## src/rtl/huff_freq_counter.sv

```systemverilog
// Byte-stream frequency table builder for huff_encoder: counts unique characters,
// then stable-sorts the table by ascending count and holds it until acknowledged.
module huff_freq_counter #(
  parameter int MAX_CHAR_COUNT = 5,
  parameter int CHAR_W         = 8,
  parameter int FREQ_W         = 3
) (
  input  logic                                        clk,
  input  logic                                        reset,
  input  logic                                        in_valid,
  input  logic [CHAR_W-1:0]                           in_char,
  input  logic                                        in_last,
  output logic                                        in_ready,
  output logic [MAX_CHAR_COUNT-1:0][CHAR_W-1:0]       char_out,
  output logic [0:MAX_CHAR_COUNT-1][FREQ_W-1:0]       freq_out,
  output logic [$clog2(MAX_CHAR_COUNT+1)-1:0]         unique_count,
  output logic                                        overflow,
  output logic                                        saturated,
  output logic                                        done,
  input  logic                                        out_ack
);

  localparam int UW = $clog2(MAX_CHAR_COUNT + 1);
  localparam int PW = $clog2(MAX_CHAR_COUNT + 1);
  localparam logic [FREQ_W-1:0] FREQ_MAX  = '1;
  localparam logic [PW-1:0]     LAST_PASS = PW'(MAX_CHAR_COUNT);
  localparam logic [UW-1:0]     FULL_CNT  = UW'(MAX_CHAR_COUNT);

  typedef enum logic [1:0] {
    S_COLLECT = 2'd0,
    S_SORT    = 2'd1,
    S_DONE    = 2'd2
  } state_t;

  state_t              r_state;
  state_t              w_state_nxt;
  logic [CHAR_W-1:0]   r_char     [MAX_CHAR_COUNT];
  logic [FREQ_W-1:0]   r_freq     [MAX_CHAR_COUNT];
  logic [CHAR_W-1:0]   w_char_nxt [MAX_CHAR_COUNT];
  logic [FREQ_W-1:0]   w_freq_nxt [MAX_CHAR_COUNT];
  logic [UW-1:0]       r_ucnt;
  logic [UW-1:0]       w_ucnt_nxt;
  logic [PW-1:0]       r_pass;
  logic [PW-1:0]       w_pass_nxt;
  logic                r_ovf;
  logic                w_ovf_nxt;
  logic                r_sat;
  logic                w_sat_nxt;
  logic [MAX_CHAR_COUNT-1:0] w_hit_vec;
  logic                w_hit;
  logic                w_accept;

  // Ready is also held low while reset is asserted, even though the state sits in COLLECT.
  assign in_ready = (r_state == S_COLLECT) && reset;
  assign w_accept = in_valid && in_ready;
  assign done     = (r_state == S_DONE);

  // Only slots below the valid count can match, so a 0x00 char never hits an empty slot.
  always_comb begin
    w_hit_vec = '0;
    for (int k = 0; k < MAX_CHAR_COUNT; k++) begin
      w_hit_vec[k] = (UW'(k) < r_ucnt) && (r_char[k] == in_char);
    end
  end
  assign w_hit = |w_hit_vec;

  always_comb begin
    w_state_nxt = r_state;
    w_char_nxt  = r_char;
    w_freq_nxt  = r_freq;
    w_ucnt_nxt  = r_ucnt;
    w_pass_nxt  = r_pass;
    w_ovf_nxt   = r_ovf;
    w_sat_nxt   = r_sat;
    case (r_state)
      S_COLLECT: begin
        if (w_accept) begin
          if (w_hit) begin
            for (int k = 0; k < MAX_CHAR_COUNT; k++) begin
              if (w_hit_vec[k]) begin
                if (r_freq[k] == FREQ_MAX) w_sat_nxt = 1'b1;
                else                       w_freq_nxt[k] = r_freq[k] + FREQ_W'(1);
              end
            end
          end else if (r_ucnt < FULL_CNT) begin
            for (int k = 0; k < MAX_CHAR_COUNT; k++) begin
              if (UW'(k) == r_ucnt) begin
                w_char_nxt[k] = in_char;
                w_freq_nxt[k] = FREQ_W'(1);
              end
            end
            w_ucnt_nxt = r_ucnt + UW'(1);
          end else begin
            w_ovf_nxt = 1'b1;
          end
          if (in_last) begin
            w_state_nxt = S_SORT;
            w_pass_nxt  = '0;
          end
        end
      end
      S_SORT: begin
        if (r_pass == LAST_PASS) begin
          w_state_nxt = S_DONE;
        end else begin
          // Odd-even transposition; strict compare keeps equal counts in arrival order.
          for (int i = 0; i < MAX_CHAR_COUNT - 1; i++) begin
            if ((i[0] == r_pass[0]) && (UW'(i + 1) < r_ucnt) && (r_freq[i] > r_freq[i+1])) begin
              w_char_nxt[i]   = r_char[i+1];
              w_freq_nxt[i]   = r_freq[i+1];
              w_char_nxt[i+1] = r_char[i];
              w_freq_nxt[i+1] = r_freq[i];
            end
          end
          w_pass_nxt = r_pass + PW'(1);
        end
      end
      S_DONE: begin
        if (out_ack) begin
          for (int k = 0; k < MAX_CHAR_COUNT; k++) begin
            w_char_nxt[k] = '0;
            w_freq_nxt[k] = '0;
          end
          w_ucnt_nxt  = '0;
          w_ovf_nxt   = 1'b0;
          w_sat_nxt   = 1'b0;
          w_pass_nxt  = '0;
          w_state_nxt = S_COLLECT;
        end
      end
      default: begin
        w_state_nxt = S_COLLECT;
      end
    endcase
  end

  always_ff @(posedge clk or negedge reset) begin
    if (!reset) begin
      r_state <= S_COLLECT;
      for (int k = 0; k < MAX_CHAR_COUNT; k++) begin
        r_char[k] <= '0;
        r_freq[k] <= '0;
      end
      r_ucnt <= '0;
      r_pass <= '0;
      r_ovf  <= 1'b0;
      r_sat  <= 1'b0;
    end else begin
      r_state <= w_state_nxt;
      for (int k = 0; k < MAX_CHAR_COUNT; k++) begin
        r_char[k] <= w_char_nxt[k];
        r_freq[k] <= w_freq_nxt[k];
      end
      r_ucnt <= w_ucnt_nxt;
      r_pass <= w_pass_nxt;
      r_ovf  <= w_ovf_nxt;
      r_sat  <= w_sat_nxt;
    end
  end

  always_comb begin
    char_out = '0;
    freq_out = '0;
    for (int k = 0; k < MAX_CHAR_COUNT; k++) begin
      char_out[k] = r_char[k];
      freq_out[k] = r_freq[k];
    end
  end

  assign unique_count = r_ucnt;
  assign overflow     = r_ovf;
  assign saturated    = r_sat;

endmodule

```

## config.mk

```make
export PLATFORM = sky130hd
export DESIGN_NAME = huff_freq_counter
export DESIGN_NICKNAME = d
export VERILOG_FILES = /design/src/rtl/huff_freq_counter.sv
export SDC_FILE = /design/constraint.sdc
export NUM_CORES = 1
export LEC_CHECK = 0
export ABC_AREA = 1
export CAP_MARGIN = 20
export CORE_UTILIZATION = 28
export CTS_CLUSTER_SIZE = 12
export DETAILED_ROUTE_END_ITERATION = 10
export PLACE_DENSITY = 0.49
export SYNTH_ARGS = -nofsm -noshare
export SYNTH_HDL_FRONTEND = slang
export SYNTH_SLANG_ARGS = --single-unit
```

## constraint.sdc

```tcl
create_clock -name clk -period 2.4 [get_ports clk]
set_clock_uncertainty 0.15 [all_clocks]
set_input_delay 0.48 -clock clk [delete_from_list [all_inputs] [get_ports clk]]
set_output_delay 0.48 -clock clk [all_outputs]
set_load 0.01 [all_outputs]
```

# [Word-level counts from Yosys, hierarchy flattened]
# Cells that the tools add are included.
[word_totals] output_inout_bits=62 word_cells=195 register_bits=65 inputBits=13
[classes] reduce_logical=35 eq_ne=52 n_bitwise=1 order_cmp=10 addsub=7 n_mux=75
[op_table] operator="2-to-1 mux 40 bit" count=5
[op_table] operator="one-hot mux 40 bit (3 select lines)" count=1
[op_table] operator="2-to-1 mux 15 bit" count=5
[op_table] operator="2-to-1 mux 3 bit" count=22
[op_table] operator="2-to-1 mux 16 bit" count=4
[op_table] operator="one-hot mux 15 bit (3 select lines)" count=1
[op_table] operator="AND reduction 9 bit" count=5
[op_table] operator="equality test 8 bit" count=5
[op_table] operator="2-to-1 mux 8 bit" count=5
[op_table] operator="AND reduction 8 bit" count=5
[op_table] operator="inequality test 3 bit, second input constant" count=13
[op_table] operator="2-to-1 mux 6 bit" count=4
[op_table] operator="adder 3 x 1 -> 3 bit, second input constant" count=7
[op_table] operator="2-to-1 mux 1 bit" count=19
[op_table] operator="equality test 3 bit, second input constant" count=6
[op_table] operator="inequality test 2 bit, second input constant" count=9
[op_table] operator="inequality test 3 x 2 -> 1 bit, second input constant" count=6
[op_table] operator="logical AND 1 bit" count=15
[op_table] operator="AND reduction 5 bit" count=3
[op_table] operator="inequality test 2 x 1 -> 1 bit, second input constant" count=7
[op_table] operator="> comparator 3 bit" count=4
[op_table] operator="one-hot mux 3 bit (3 select lines)" count=1
[op_table] operator="2-to-1 mux 2 bit" count=4
[op_table] operator="AND reduction 4 bit" count=2
[op_table] operator="18 further kinds" count=22

# [Depth between registers and ports, before layout]
# Gate-level depths: netlist (run 1).
[depth] word_depth=17 depth_mapped=16

# [Least setup slack after synthesis (run 1)]
# No wires, ideal clock.
[synth_timing] path_kind="register to register" startpoint="register r_state[0]" endpoint="register r_char, in the netlist char_out[5]" path_buffers=1 stages_incl_launch_ff=12 t_arrival_ns=1.971 setup_time_ns=0.120 setup_slack_ns=0.160 cell_sequence="dfrtp_1 > inv_1 > ha_1 > inv_2 > o21ai_1 > nor2_4 > nand2_1 > a211oi_1 > nand2_2 > buf_6 > nor2_2 > a21oi_2"
[synth_between] elab_cells_between_ends=15 classes_between="eq/ne: 9; mux: 1; reduce/logical: 5"
[synth_lines] item="start, declared" line="35" rtl="state_t r_state;"
[synth_lines] item="start signal, assigned" line="149" rtl="r_state <= w_state_nxt;"
[synth_lines] item="equality test 2 bit (*)"
[synth_lines] item="named net done" line="19" rtl="output logic done,"
[synth_lines] item="inequality test 2 x 1 -> 1 bit (no source line) / nonzero test 3 bit (equally long branches)"
[synth_lines] item="AND reduction 8 bit (no source line)"
[synth_lines] item="end signal, assigned by index" line="151" rtl="r_char[k] <= w_char_nxt[k];"
[synth_lines] item="end, declared" line="37" rtl="logic [CHAR_W-1:0] r_char [MAX_CHAR_COUNT];"
# The timed path passes the listed nets; every way through them passes the cells marked *.
# A chain may end at the register's enable or synchronous reset.

# [Final worst setup path (run 1)]
[layout_timing] startpoint="register r_state[0]" endpoint="output port done"
[layout_between] elab_chain_len=1
[layout_lines] item="equality test 2 bit" line="56" rtl="assign done = (r_state == S_DONE);"
[layout_lines] item="end, declared" line="19"
# Every way passes these cells.

==> summary.md, run 1 <==
| Metric | Value |
|---|---|
| Startpoint type of the worst setup path | register |
| DP HPWL | 15400 um |
| Sinks on Clock Net | 65 |
| Final hold slack | 0.205 ns |
| Core area | 18700 um2 |
| Area Growth Syn to Fin | 42.6% |
| Status | finished clean |
| Pleak | 3.75 nW |
| Pre-CTS setup slack | -0.479 ns |
| First-pass detailed-route iteration total | 5 |
| Ys flop type | dfrtp_1 |
| Crit path DAT | 1.71 ns |
| IO Port Bufs | 74 |
| ANT cells | 0 |
| Post-route ant nets | 0 |
| Chip Width | 140 um |
| Final std cells w/o fill | 1181 |
| DRC | 0 |
| Power Internal | 0.00500 W |
| Logic pwr share | 0.651 |
| # Max-Cap Violations | 0 |
| Top Ports | 75 |
| Post-Layout Inst Area | 7630 um2 |
| Reg-to-reg critical path startpoint | unique_count[2] |
| Largest net degree at the start of global routing | 66 |
| Clock slew at reported path FFs | 0.06 ns |
| Dominant cells by area after synthesis | dfrtp_1 (30%), nand2_1 (17%), ha_1 (7.3%) |
| Global-route wire length before repair | 31100 um |
| Element type at the critical path end | primary output |
| Vias/cell | 4.88 |
| Seq pwr share | 0.214 |
| Clock power share | 0.135 |
| CTS tree | yes |
| Hold-fix buffers at CTS | 0 |
| Yosys top cell by area | dfrtp_1 |
| Filler cells | 1984 |
| H-tree depth | 3 |
| Hold WC Path Type | input pin to asynchronous set/reset pin |
| Cell count after synthesis | 771 |
| Syn. warnings | 0 |
| Vias in the first global route | 5668 |
| CP max FO | 4 |
| Critical path launch point | r_state[0] |
| FP Rows | 50 |
| Gr usage total | 0.209 |
| CTS root buf | clkbuf_16 |
| Seq/Total Area, Yosys | 0.304 |
| Synth Cell Area | 5350 um2 |
| Total grt overflow | 0 |
| Final Hold Fails | 0 |
| Vias | 5765 |
| Routed wire per std cell | 16.9 um |
| Power Total | 0.00976 W |
| Synth cell types | 43 |
| Max Freq | 0.427 GHz |
| Post-synth ARST share | 1.00 |
| Routability Congestion | 0.892 |
| Longest Clk Path Bufs | 2 |
| Die ar. | 19700 um2 |
| Worst-Margin Slew | 0.882 ns |
| Ratio of cells with drive above 1 in the final layout | 0.251 |
| Setup ws final | 0.0594 ns |
| Placed Area | 6980 um2 |
| Post-synth net total | 815 |
| Initial core utilization | 0.286 |
| Setup CP Type | register to primary output |
| Peak supply drop | 0.425 mV |
| Worst rel slew slack | 0.412 |
| Seq cells post-synth | 65 |
| Worst skew pair latency | 0.35 ns |
| Post-synth EDFFs | 0 |
| Cts bufs inserted | 9 |
| WP data required | 1.77 ns |
| Initial antenna violation count | 0 |
| Nets | 986 |
| Placed insts | 1151 |
| Height of the chip | 140 um |
| Final setup viols | 0 |
| PwrDens | 1280 nW/um2 |
| Fin. max-slew vios | 0 |
| Tcrit/Tclk final | 0.975 |
| Final wirelength | 20000 um |
| Mean Syn Cell Area | 6.94 um2 |
| Sw frac | 0.488 |
| Yosys top cell area share | 0.304 |
| DRT iter0 DRCs | 311 |
| Net Switching | 0.00476 W |
| Min Tclk post-route | 2.34 ns |
[Yosys cell counts, types with 4 or more instances]
| master | n |
|---|---|
| a21oi_1 | 41 |
| a21oi_2 | 7 |
| a221oi_1 | 7 |
| buf_2 | 5 |
| buf_6 | 7 |
| clkbuf_1 | 6 |
| dfrtp_1 | 65 |
| ha_1 | 31 |
| inv_1 | 95 |
| inv_2 | 11 |
| nand2_1 | 236 |
| nand2_2 | 8 |
| nand3_1 | 48 |
| nand4_1 | 8 |
| nor2_1 | 51 |
| nor2_2 | 5 |
| nor3_1 | 4 |
| o21ai_0 | 51 |
| o21ai_1 | 19 |
| o21ai_2 | 18 |
| xnor2_1 | 4 |
| xor2_1 | 8 |
[power by group through the flow]
| stage | Clock (W) | Combinational, W | Sequential [W] |
|---|---|---|---|
| 4_1_cts | 0.00134 | 0.00611 | 0.00208 |
| 3_5_place_dp | 0 | 0.00591 | 0.00209 |
| 3_3_place_gp | 0 | 0.00587 | 0.00210 |
| 2_1_floorplan | 0 | 0.00333 | 0.00209 |
| 6_report | 0.00132 | 0.00636 | 0.00209 |
| 5_1_grt | 0.00137 | 0.00701 | 0.00215 |
[critical path, cell delays in order, from the launching register on]
cell	delay, ns
dfrtp_1	0.39
inv_1	0.11
ha_1	0.19
buf_4	0.14
clkdlybuf4s50_1	0.53
[what timing repair did]
| action | CTS | global route |
|---|---|---|
| buffers inserted | 5 | 6 |
| endpoints found under the hold margin | 0 | 0 |
| cloned | 2 | 1 |
| gates resized for setup | 16 | 57 |
| pin swaps | 8 | 24 |
| setup endpoints to repair | 47 | 60 |
[flip-flops by register name, indices dropped and copies added, names as in the netlist]
register / flops
unique_count: 3
r_state: 2
saturated: 1
overflow: 1
char_out: 40
r_pass: 3
freq_out: 15
[kinds of logic after synthesis]
family                   after synthesis  share of synthesized area
adder cells (fa/ha/maj)               31                     0.0725
flip-flops                            65                      0.304
XOR/XNOR                              12                     0.0197
AND/OR/NAND/NOR                      380                      0.325
buffers and inverters                127                      0.104
AO/OA/AOI/OAI                        156                      0.175
[cell type report]
| type | count | area, um2 | share of cell area |
|---|---|---|---|
| Multi-Input combinational cell | 582 | 3400 | 0.445 |
| Sequential cell | 65 | 1630 | 0.214 |
| Timing Repair Buffer | 178 | 1600 | 0.210 |
| Inverter | 106 | 409 | 0.0536 |
| Tap cell | 234 | 293 | 0.0384 |
| Clock buffer | 12 | 267 | 0.0349 |
| Clock inverter | 4 | 26.3 | 0.00344 |
[placed cells by master, fill, tap and decap left out, types with 6 or more instances in the layout]
master           instances
nand2_1                226
dfrtp_1                 61
o21ai_2                 20
xor2_1                   6
clkbuf_16                9
a21oi_1                 37
nand4_1                  8
nor2_2                  14
ha_1                    30
o21ai_0                 50
nand2_2                 15
a21oi_2                 11
nand3_2                  7
clkdlybuf4s50_1         64
nor2_4                   6
nand3_1                 44
inv_2                   10
nor2_1                  39
inv_1                   93
a221oi_1                 7
buf_4                   96
o21ai_1                 18
[path summary, 6_finish.rpt]
check	endpoint	slack (ns)	depth (start not counted)
setup / recovery	done	0.06	4
hold / removal	char_out[34]	0.21	2
setup reg to reg	char_out[20]	0.11	13
hold reg to reg	overflow	0.34	2
max in group asynchronous	freq_out[4]	1.24	2
min in group clk	overflow	0.34	2
[layer usage]
layer	track usage	share of wire	up-vias
li1	-	-	2857
met1	0.268	0.45	2687
met2	0.354	0.47	186
met3	0.0284	0.046	35
met4	0.0868	0.031	0
met5	0	0	-
[per-stage QoR]
step | utilization | TNS, ns
6_report | 0.408 | 0
4_1_cts | 0.394 | 0
2_1_floorplan | - | 0
5_1_grt | 0.408 | -0.0371
3_3_place_gp | 0.373 | -22.30
3_5_place_dp | 0.373 | -23.33
(Power assumes the default switching activity.)
==> run 2: changes to the inputs <==
Settings changed: CELL_PAD_IN_SITES_DETAIL_PLACEMENT set to 1, CELL_PAD_IN_SITES_GLOBAL_PLACEMENT set to 1, PLACE_DENSITY 0.49 to 0.62.
==> run 2 against run 1 <==
Compared with the run above: clock power up 20%; global-route usage up 2.0 points; via count up 2.5%; non-clock buffer count up 13; combinational power up 3.5%; flip-flop and latch count unchanged; utilization up 0.56 points; largest power group unchanged; sequential power down 2%; fmax up 0.61%; total power up 4.5%.
==> summary.md, run 2 (same netlist as run 1, synthesis figures left out) <==
| Metric | Value |
|---|---|
| Worst skew pair latency | 0.35 ns (about the same) |
| Vias | 5912 (+2.5%) |
| Routability Congestion | 0.869 (-2.5%) |
| Worst-Margin Slew | 0.847 ns (-0.0347 ns) |
| Startpoint type of the worst setup path | register |
| Critical path's slowest cell | clkdlybuf4s50_1 |
| Reg-to-Reg End | char_out[20] |
| Routed wire per std cell | 18.1 um (+7.2%) |
| Sinks on Clock Net | 65 (unchanged) |
| Setup_tns | 0 ns (unchanged) |
| Max Freq | 0.430 GHz (+0.61%) |
| Worst rel slew slack | 0.435 (+0.0231) |
| Vias/cell | 4.96 (+1.6%) |
| Status | finished clean |
| Setup CP Type | register to primary output |
| Chip Width | 140 um (unchanged) |
| ANT cells | 0 (unchanged) |
| Reg-to-reg setup timing slack | 0.11 ns (about the same) |
| Initial core utilization | 0.286 (unchanged) |
| Height of the chip | 140 um (unchanged) |
| Ratio of cells with drive above 1 in the final layout | 0.241 (-0.0102) |
| Top Ports | 75 (unchanged) |
| Most common cell after layout, fill and taps aside | nand2_1 |
| Gr usage total | 0.230 (+0.0204) |
| Initial antenna violation count | 0 (unchanged) |
| Global-route wire length before repair | 34200 um (+9.7%) |
| DRT iter0 DRCs | 283 (-9.0%) |
| Fin. max-slew vios | 0 (unchanged) |
| Crit path capture | in_ready |
| Area Growth Syn to Fin | 44.6% |
| Post-route ant nets | 0 (unchanged) |
| Slowest stage delay, CP | 0.52 ns (about the same) |
| Tcrit/Tclk final | 0.969 (-0.00596) |
| Filler cells | 2359 (+19%) |
| Nets | 997 (+1.1%) |
| Min Tclk post-route | 2.33 ns (-0.0143 ns) |
| Vias in the first global route | 5991 (+5.7%) |
| Clock slew at reported path FFs | 0.06 ns (about the same) |
| Crit-path most repeated cell | inv_1 |
| DP HPWL | 16400 um (+6.8%) |
| DRC | 0 (unchanged) |
| Die ar. | 19700 um2 (unchanged) |
| Final Hold Fails | 0 (unchanged) |
| Final setup viols | 0 (unchanged) |
| H-tree depth | 3 (unchanged) |
| Final hold slack | 0.218 ns (+0.0128 ns) |
| Crit path DAT | 1.70 ns (about the same) |
| Multi-input logic area | 3310 um2 (-2.5%) |
| Pleak | 3.79 nW (+1.2%) |
| CTS root buf | clkbuf_16 |
| RSZ-0062 raised after global routing | yes |
| WP data required | 1.77 ns (about the same) |
| Hold WC Path Type | input pin to asynchronous set/reset pin |
| Element type at the critical path end | primary output |
| Peak supply drop | 0.460 mV (+8.2%) |
| Critical path launch point | r_state[1] |
| Reg2Reg Depth | 9 (-4) |
| FP Rows | 50 (unchanged) |
| Cts bufs inserted | 9 (unchanged) |
| Final wirelength | 21600 um (+8.2%) |
| CP max FO | 4 (unchanged) |
| Largest register FFs | 40 (unchanged) |
| CTS tree | yes |
| Core area | 18700 um2 (unchanged) |
| # Max-Cap Violations | 0 (unchanged) |
| First-pass detailed-route iteration total | 4 (-1) |
| IO Port Bufs | 74 (unchanged) |
| PwrDens | 1320 nW/um2 (+3.1%) |
| Worst-path cell chain | inv_1 -> ha_2 -> nand2_1 -> inv_1 -> clkdlybuf4s50_1 |
| Reg-to-reg critical path startpoint | r_state[1] |
| Register area | 1630 um2 (unchanged) |
| Longest Clk Path Bufs | 2 (unchanged) |
| Total grt overflow | 0 (unchanged) |
| Largest net degree at the start of global routing | 60 (-9.1%) |
| Commonest cells after routing, fill and taps aside | nand2_1 (228), buf_4 (105), inv_1 (92) |
## run 2: cell types whose count changed in the layout (fill, tap and decap cells not counted), sizes merged, moves of 2 or more
cell	delta
dlygate4sd2	+3
dlymetal6s2s	-4
clkinv	-2
buf	+12
bufinv	+3
## run 2: routing by layer
metal	track usage	vias to the layer above	share of wire
met1	0.303	2918	0.46
met2	0.391	113	0.49
met5	0	-	0
met4	0.0544	0	0.016
met3	0.0359	20	0.033
li1	-	2861	-
## run 2: through the flow
stage          cells  setup WS, ns  utilization  total power (W)  area [um2]
2_1_floorplan    771         0.160            -          0.00542        5350
3_3_place_gp    1166        -0.511        0.382          0.00833        7150
3_5_place_dp    1166        -0.513        0.382          0.00840        7150
4_1_cts         1183        0.0136        0.404           0.0101        7560
5_1_grt         1192       -0.0140        0.413           0.0110        7730
6_report        1192        0.0737        0.413           0.0102        7730
## run 2: worst max-delay path, delay by kind of cell (launching register included)
kind,cells,cell delay (ns)
adders and majority gates,1,0.22
DFF,1,0.40
and+or+nand+nor,1,0.06
buffers and inverters,3,0.67
## run 2: area by class of cell
type | instances | share of cell area
Inverter | 106 | 0.0521
Clock buffer | 11 | 0.0314
Sequential cell | 65 | 0.211
Timing Repair Buffer | 191 | 0.226
Clock inverter | 5 | 0.0133
Multi-Input combinational cell | 580 | 0.429
Tap cell | 234 | 0.0379
## run 2: power breakdown
| group | leakage [nW] | switching [W] | total (W) | internal (W) |
|---|---|---|---|---|
| Clock | 0.166 | 0.000540 | 0.00158 | 0.00104 |
| Sequential | 0.829 | 0.000516 | 0.00204 | 0.00152 |
| Combinational | 2.80 | 0.00376 | 0.00658 | 0.00282 |
| Total | 3.79 | 0.00482 | 0.0102 | 0.00538 |
## run 2: how the worst min path moves through the flow
stage          start  cells past startpoint  slack, ns            to
2_1_floorplan  reset                      0       0.03   char_out[0]
3_3_place_gp   reset                      2       0.29  char_out[38]
3_5_place_dp   reset                      2       0.29  char_out[38]
4_1_cts        reset                      2       0.27  char_out[39]
5_1_grt        reset                      2       0.31  char_out[34]
6_report       reset                      2       0.22  char_out[34]
## run 2: repair_timing
action | 4_1_cts | 5_1_grt
pin swaps | 4 | 8
cloned | 0 | 1
endpoints found under the setup margin | 46 | 61
buffers inserted | 0 | 8
endpoints found under the hold margin | 6 | 0
hold buffers | 1 | 0
resized for setup | 27 | 30
==> run 3: changes to the inputs <==
Settings changed: CTS_BUF_LIST set to sky130_fd_sc_hd__clkbuf_16.
==> run 3 against run 2 <==
Compared with the run above: sequential share of layout area barely moved; largest cell class unchanged; register-to-register slack improved by 0.03 ns; highest routed layer unchanged; utilization fell by 0.054 points; cell area fell by 0.13%; critical endpoint unchanged.
==> summary.md, run 3 (same netlist as run 1, synthesis figures left out) <==
| Metric | Value |
|---|---|
| Die ar. | 19700 um2 (unchanged) |
| Min Tclk post-route | 2.33 ns (+0.000197 ns) |
| Peak supply drop | 0.461 mV (+0.27%) |
| Gr usage total | 0.230 (about the same) |
| CP max FO | 4 (unchanged) |
| Seq pwr share | 0.200 (about the same) |
| Sw frac | 0.474 (+0.00146) |
| # Max-Cap Violations | 0 (unchanged) |
| Logic pwr share | 0.648 (+0.003) |
| Worst rel slew slack | 0.434 (-0.00136) |
| Initial core utilization | 0.286 (unchanged) |
| Final setup viols | 0 (unchanged) |
| Pre-CTS setup slack | -0.513 ns (unchanged) |
| DRC | 0 (unchanged) |
| Area Growth Syn to Fin | 44.4% |
| Hold WC Path Type | input pin to asynchronous set/reset pin |
| Setup CP Type | register to primary output |
| First-pass detailed-route iteration total | 4 (unchanged) |
| Crit path DAT | 1.70 ns (about the same) |
| Final Hold Fails | 0 (unchanged) |
| Longest Clk Path Bufs | 2 (unchanged) |
| Final hold slack | 0.219 ns (+0.000417 ns) |
| Largest net degree at the start of global routing | 60 (unchanged) |
| Chip Width | 140 um (unchanged) |
| Vias/cell | 4.94 (-0.39%) |
| Setup ws final | 0.0735 ns (-0.000197 ns) |
| IO Port Bufs | 74 (unchanged) |
| Largest register FFs | 40 (unchanged) |
| PwrDens | 1320 nW/um2 (-0.27%) |
| Sinks on Clock Net | 65 (unchanged) |
| Total grt overflow | 0 (unchanged) |
| H-tree depth | 3 (unchanged) |
| Cts bufs inserted | 9 (unchanged) |
| Power Total | 0.0102 W (-0.40%) |
| RSZ-0062 raised after global routing | yes |
| Status | finished clean |
| Nets | 997 (unchanged) |
| Vias | 5889 (-0.39%) |
| Post-route ant nets | 0 (unchanged) |
| Final wirelength | 21600 um (about the same) |
| Element type at the critical path end | primary output |
| FP Rows | 50 (unchanged) |
| Ratio of cells with drive above 1 in the final layout | 0.240 (-0.00104) |
| Max Freq | 0.430 GHz (about the same) |
| Routed wire per std cell | 18.1 um (about the same) |
| Vias in the first global route | 5987 (-0.067%) |
| Clock slew at reported path FFs | 0.06 ns (about the same) |
| Pleak | 3.79 nW (about the same) |
| Initial antenna violation count | 0 (unchanged) |
| DRT iter0 DRCs | 270 (-4.6%) |
| Worst-Margin Slew | 0.850 ns (+0.00204 ns) |
| Top Ports | 75 (unchanged) |
| Startpoint type of the worst setup path | register |
| Reg-to-reg critical path startpoint | freq_out[4] |
| Clock power share | 0.152 (-0.003) |
| Fin. max-slew vios | 0 (unchanged) |
| Most common cell after layout, fill and taps aside | nand2_1 |
| Post-Layout Inst Area | 7720 um2 (-0.13%) |
| CTS tree | yes |
| Tcrit/Tclk final | 0.969 (about the same) |
| CTS root buf | clkbuf_16 |
| Net Switching | 0.00482 W (about the same) |
| Routability Congestion | 0.869 (unchanged) |
| Global-route wire length before repair | 34200 um (about the same) |
| Commonest cells after routing, fill and taps aside | nand2_1 (228), buf_4 (105), inv_1 (93) |
| DP HPWL | 16400 um (unchanged) |
| Worst skew pair latency | 0.35 ns (about the same) |
| Placed Area | 7150 um2 (unchanged) |
| Height of the chip | 140 um (unchanged) |
| Power Internal | 0.00534 W (-0.68%) |
| WP data required | 1.77 ns (about the same) |
| Core area | 18700 um2 (unchanged) |
| Reg-to-reg setup timing slack | 0.14 ns (+0.03 ns) |
| Critical path launch point | r_state[1] |
| ANT cells | 0 (unchanged) |
-- run 3: through the flow --
stage | utilization | setup TNS [ns] | cells
2_1_floorplan | - | 0 | 771
3_3_place_gp | 0.382 | -23.02 | 1166
3_5_place_dp | 0.382 | -23.39 | 1166
4_1_cts | 0.404 | 0 | 1183
5_1_grt | 0.413 | -0.0297 | 1192
6_report | 0.413 | 0 | 1192
-- run 3: cell type report --
class	count	area, um2
well taps	234	293
multi-input cells	580	3310
clock buffers	9	225
fillers	2358	11000
repair buffers	191	1750
inverters	106	403
clock inverters	7	110
flip-flops and latches	65	1630
-- run 3: layer usage --
layer | vias up | wire [um] | GRT usage
li1 | 2866 | - | -
met1 | 2888 | 9960 | 0.303
met2 | 115 | 10500 | 0.392
met3 | 20 | 752 | 0.0359
met4 | 0 | 336 | 0.0544
met5 | - | 0 | 0
-- run 3: what timing repair did --
item,CTS,global route
gates cloned,0,1
endpoints found under the hold margin,6,0
pin swaps,4,8
resized for setup,27,30
setup endpoints to repair,46,61
hold buffers,1,0
buffers inserted,0,8
-- run 3: worst paths after layout --
path / depth (start not counted) / to
min: 2 / char_out[34]
max reg2reg: 13 / freq_out[7]
max: 5 / in_ready
min reg2reg: 2 / overflow
min in group clk: 2 / overflow
max in group asynchronous: 2 / freq_out[8]
-- run 3: critical path, stage by stage, from the launching register on --
cell             delay [ns]
dfrtp_1                0.40
inv_1                  0.10
ha_2                   0.22
nand2_1                0.06
inv_1                  0.05
clkdlybuf4s50_1        0.52
-- run 3: power groups by stage --
stage          clock [W]  sequential (W)  combinational, W
3_3_place_gp           0         0.00205           0.00628
4_1_cts          0.00157         0.00203           0.00648
3_5_place_dp           0         0.00205           0.00635
2_1_floorplan          0         0.00209           0.00333
5_1_grt          0.00162         0.00210           0.00724
6_report         0.00155         0.00203           0.00658
==> edit: new RTL, config.mk and constraints of run 1 <==
Put one more register stage on the output `unique_count`, cleared by the reset. The value now appears one clock later. The other outputs are not delayed to match.
--- a/src/rtl/huff_freq_counter.sv
+++ b/src/rtl/huff_freq_counter.sv
@@ -167,7 +167,13 @@
     end
   end
 
-  assign unique_count = r_ucnt;
+  always_ff @(posedge clk or negedge reset) begin
+    if (!reset) begin
+      unique_count <= '0;
+    end else begin
+      unique_count <= r_ucnt;
+    end
+  end
   assign overflow     = r_ovf;
   assign saturated    = r_sat;
 
Behaviour: not the same (a bounded check fails within 4 cycles, from zero or initial values and one cycle with reset low).
==> edit against run 1 <==
- setup slack gained 0.020 ns
- sequential share of layout area grew 1.1 points
- routed wire length is 1.4% higher
- total power increased by 2.7%
- area after synthesis is 5.0% higher
- cell count up 5.5%
- sequential cell count grew 3
- final area shrank 0.48%
- highest routed layer unchanged
==> edit: results (changes against run 1) <==
metric	value	unit	change
run status	finished clean		
final-layout fill cell count	2105		+6.1%
Critical Path Sink	in_ready		
parity-gate share of the synthesized area counting xor and xnor cells	0.0125		-0.00717
worst-path cell with the longest stage delay	clkdlybuf4s50_1		
area share of buffers outside the clock network	0.178		-0.0326
global-route usage over all layers	0.207		-0.00226
number of nets in the layout	1020		+3.4%
met3 wirelength from detailed routing	977	µm	+5.9%
Slowest Stage Delay on Critical Path	0.52	ns	
Worst R2R Start	freq_out[8]		
pin count of the biggest net entering global routing	43		-35%
destination of the worst register-to-register timing path	char_out[15]		
clock network power	1.26	mW	-5%
clock network contribution to total cell area	0.0356		-0.00278
adder-cell share of the synthesized area	0.0691		-0.00343
maximum ir drop on the vdd rail	451	µV	+6.1%
register area	1710	µm²	+4.7%
Routed met2 length	8630	µm	-8.6%
leakage	3.77	nW	+0.50%
Core Region	19500	µm²	+4.4%
sequential logic power	2.13	mW	+2%
minimum setup slack after placement	-0.488	ns	-0.00987 ns
count of flip-flops and latches	68		+4.6%
placer congestion estimate	0.937		+5.1%
power spent charging and discharging nets	5.10	mW	+7.2%
met2 usage in global routing	0.307		-0.0468
number of library cell types mapped by synthesis	44		+2.3%
post-DR vias/cell	4.76		-2.6%
upper clock frequency limit	0.431	GHz	+0.88%
Detailed Place HPWL	15400	µm	+0.41%
multi-input combinational cell count	626		+7.6%
proportion of synthesized chip area in sequential cells	0.303		-0.000999
Buffers, non-clock	152		-15%
Relative slew margins	0.585		+0.173
wire length of the first global-routing pass	31800	µm	+2.0%
drt initial violations	381		+23%
fraction of the mapped netlist area in compound gates	0.153		-0.0223
average detailed-routed wire length per instance	16.2	µm	-3.9%
biggest area contributors in the synthesized netlist	dfrtp_1 (30%), nand2_1 (17%), ha_1 (6.9%), inv_1 (6.8%), nor2_1 (4.8%)		
share of layout cells above drive strength 1	0.196		-0.0556
[edit: cell count changes after synthesis, sizes merged, moves of 5 or more]
| cell | change |
|---|---|
| nor2 | +29 |
| o21ai | -26 |
| nand2 | +18 |
| o22ai | +11 |
| inv | +10 |
| nand3 | +8 |
| a221oi | -7 |
| a31oi | +7 |
| xor2 | -5 |
[edit: through the flow]
stage                     total power [mW]  cells
after global placement                8.30   1218
after floorplan                       5.85    830
after global routing                  10.8   1246
after detailed placement              8.27   1218
after CTS                             9.89   1242
final                                 10.0   1246
[edit: repair_timing]
item / in CTS / in global routing
pin swaps: 7 / 9
endpoints found under the setup margin: 60 / 60
buffers inserted: 0 / 4
resized for setup: 20 / 26
gates cloned: 7 / 0
hold endpoints to repair: 4 / 0
hold buffers: 1 / 0
[edit: logic make-up (layout without fill, tap and decap cells)]
kind of cell,count (synthesis),in the layout
simple gates,438,445
buf+inv,143,287
compound gates,142,142
flops,68,68
fa+ha+maj,31,31
xor+xnor,8,8
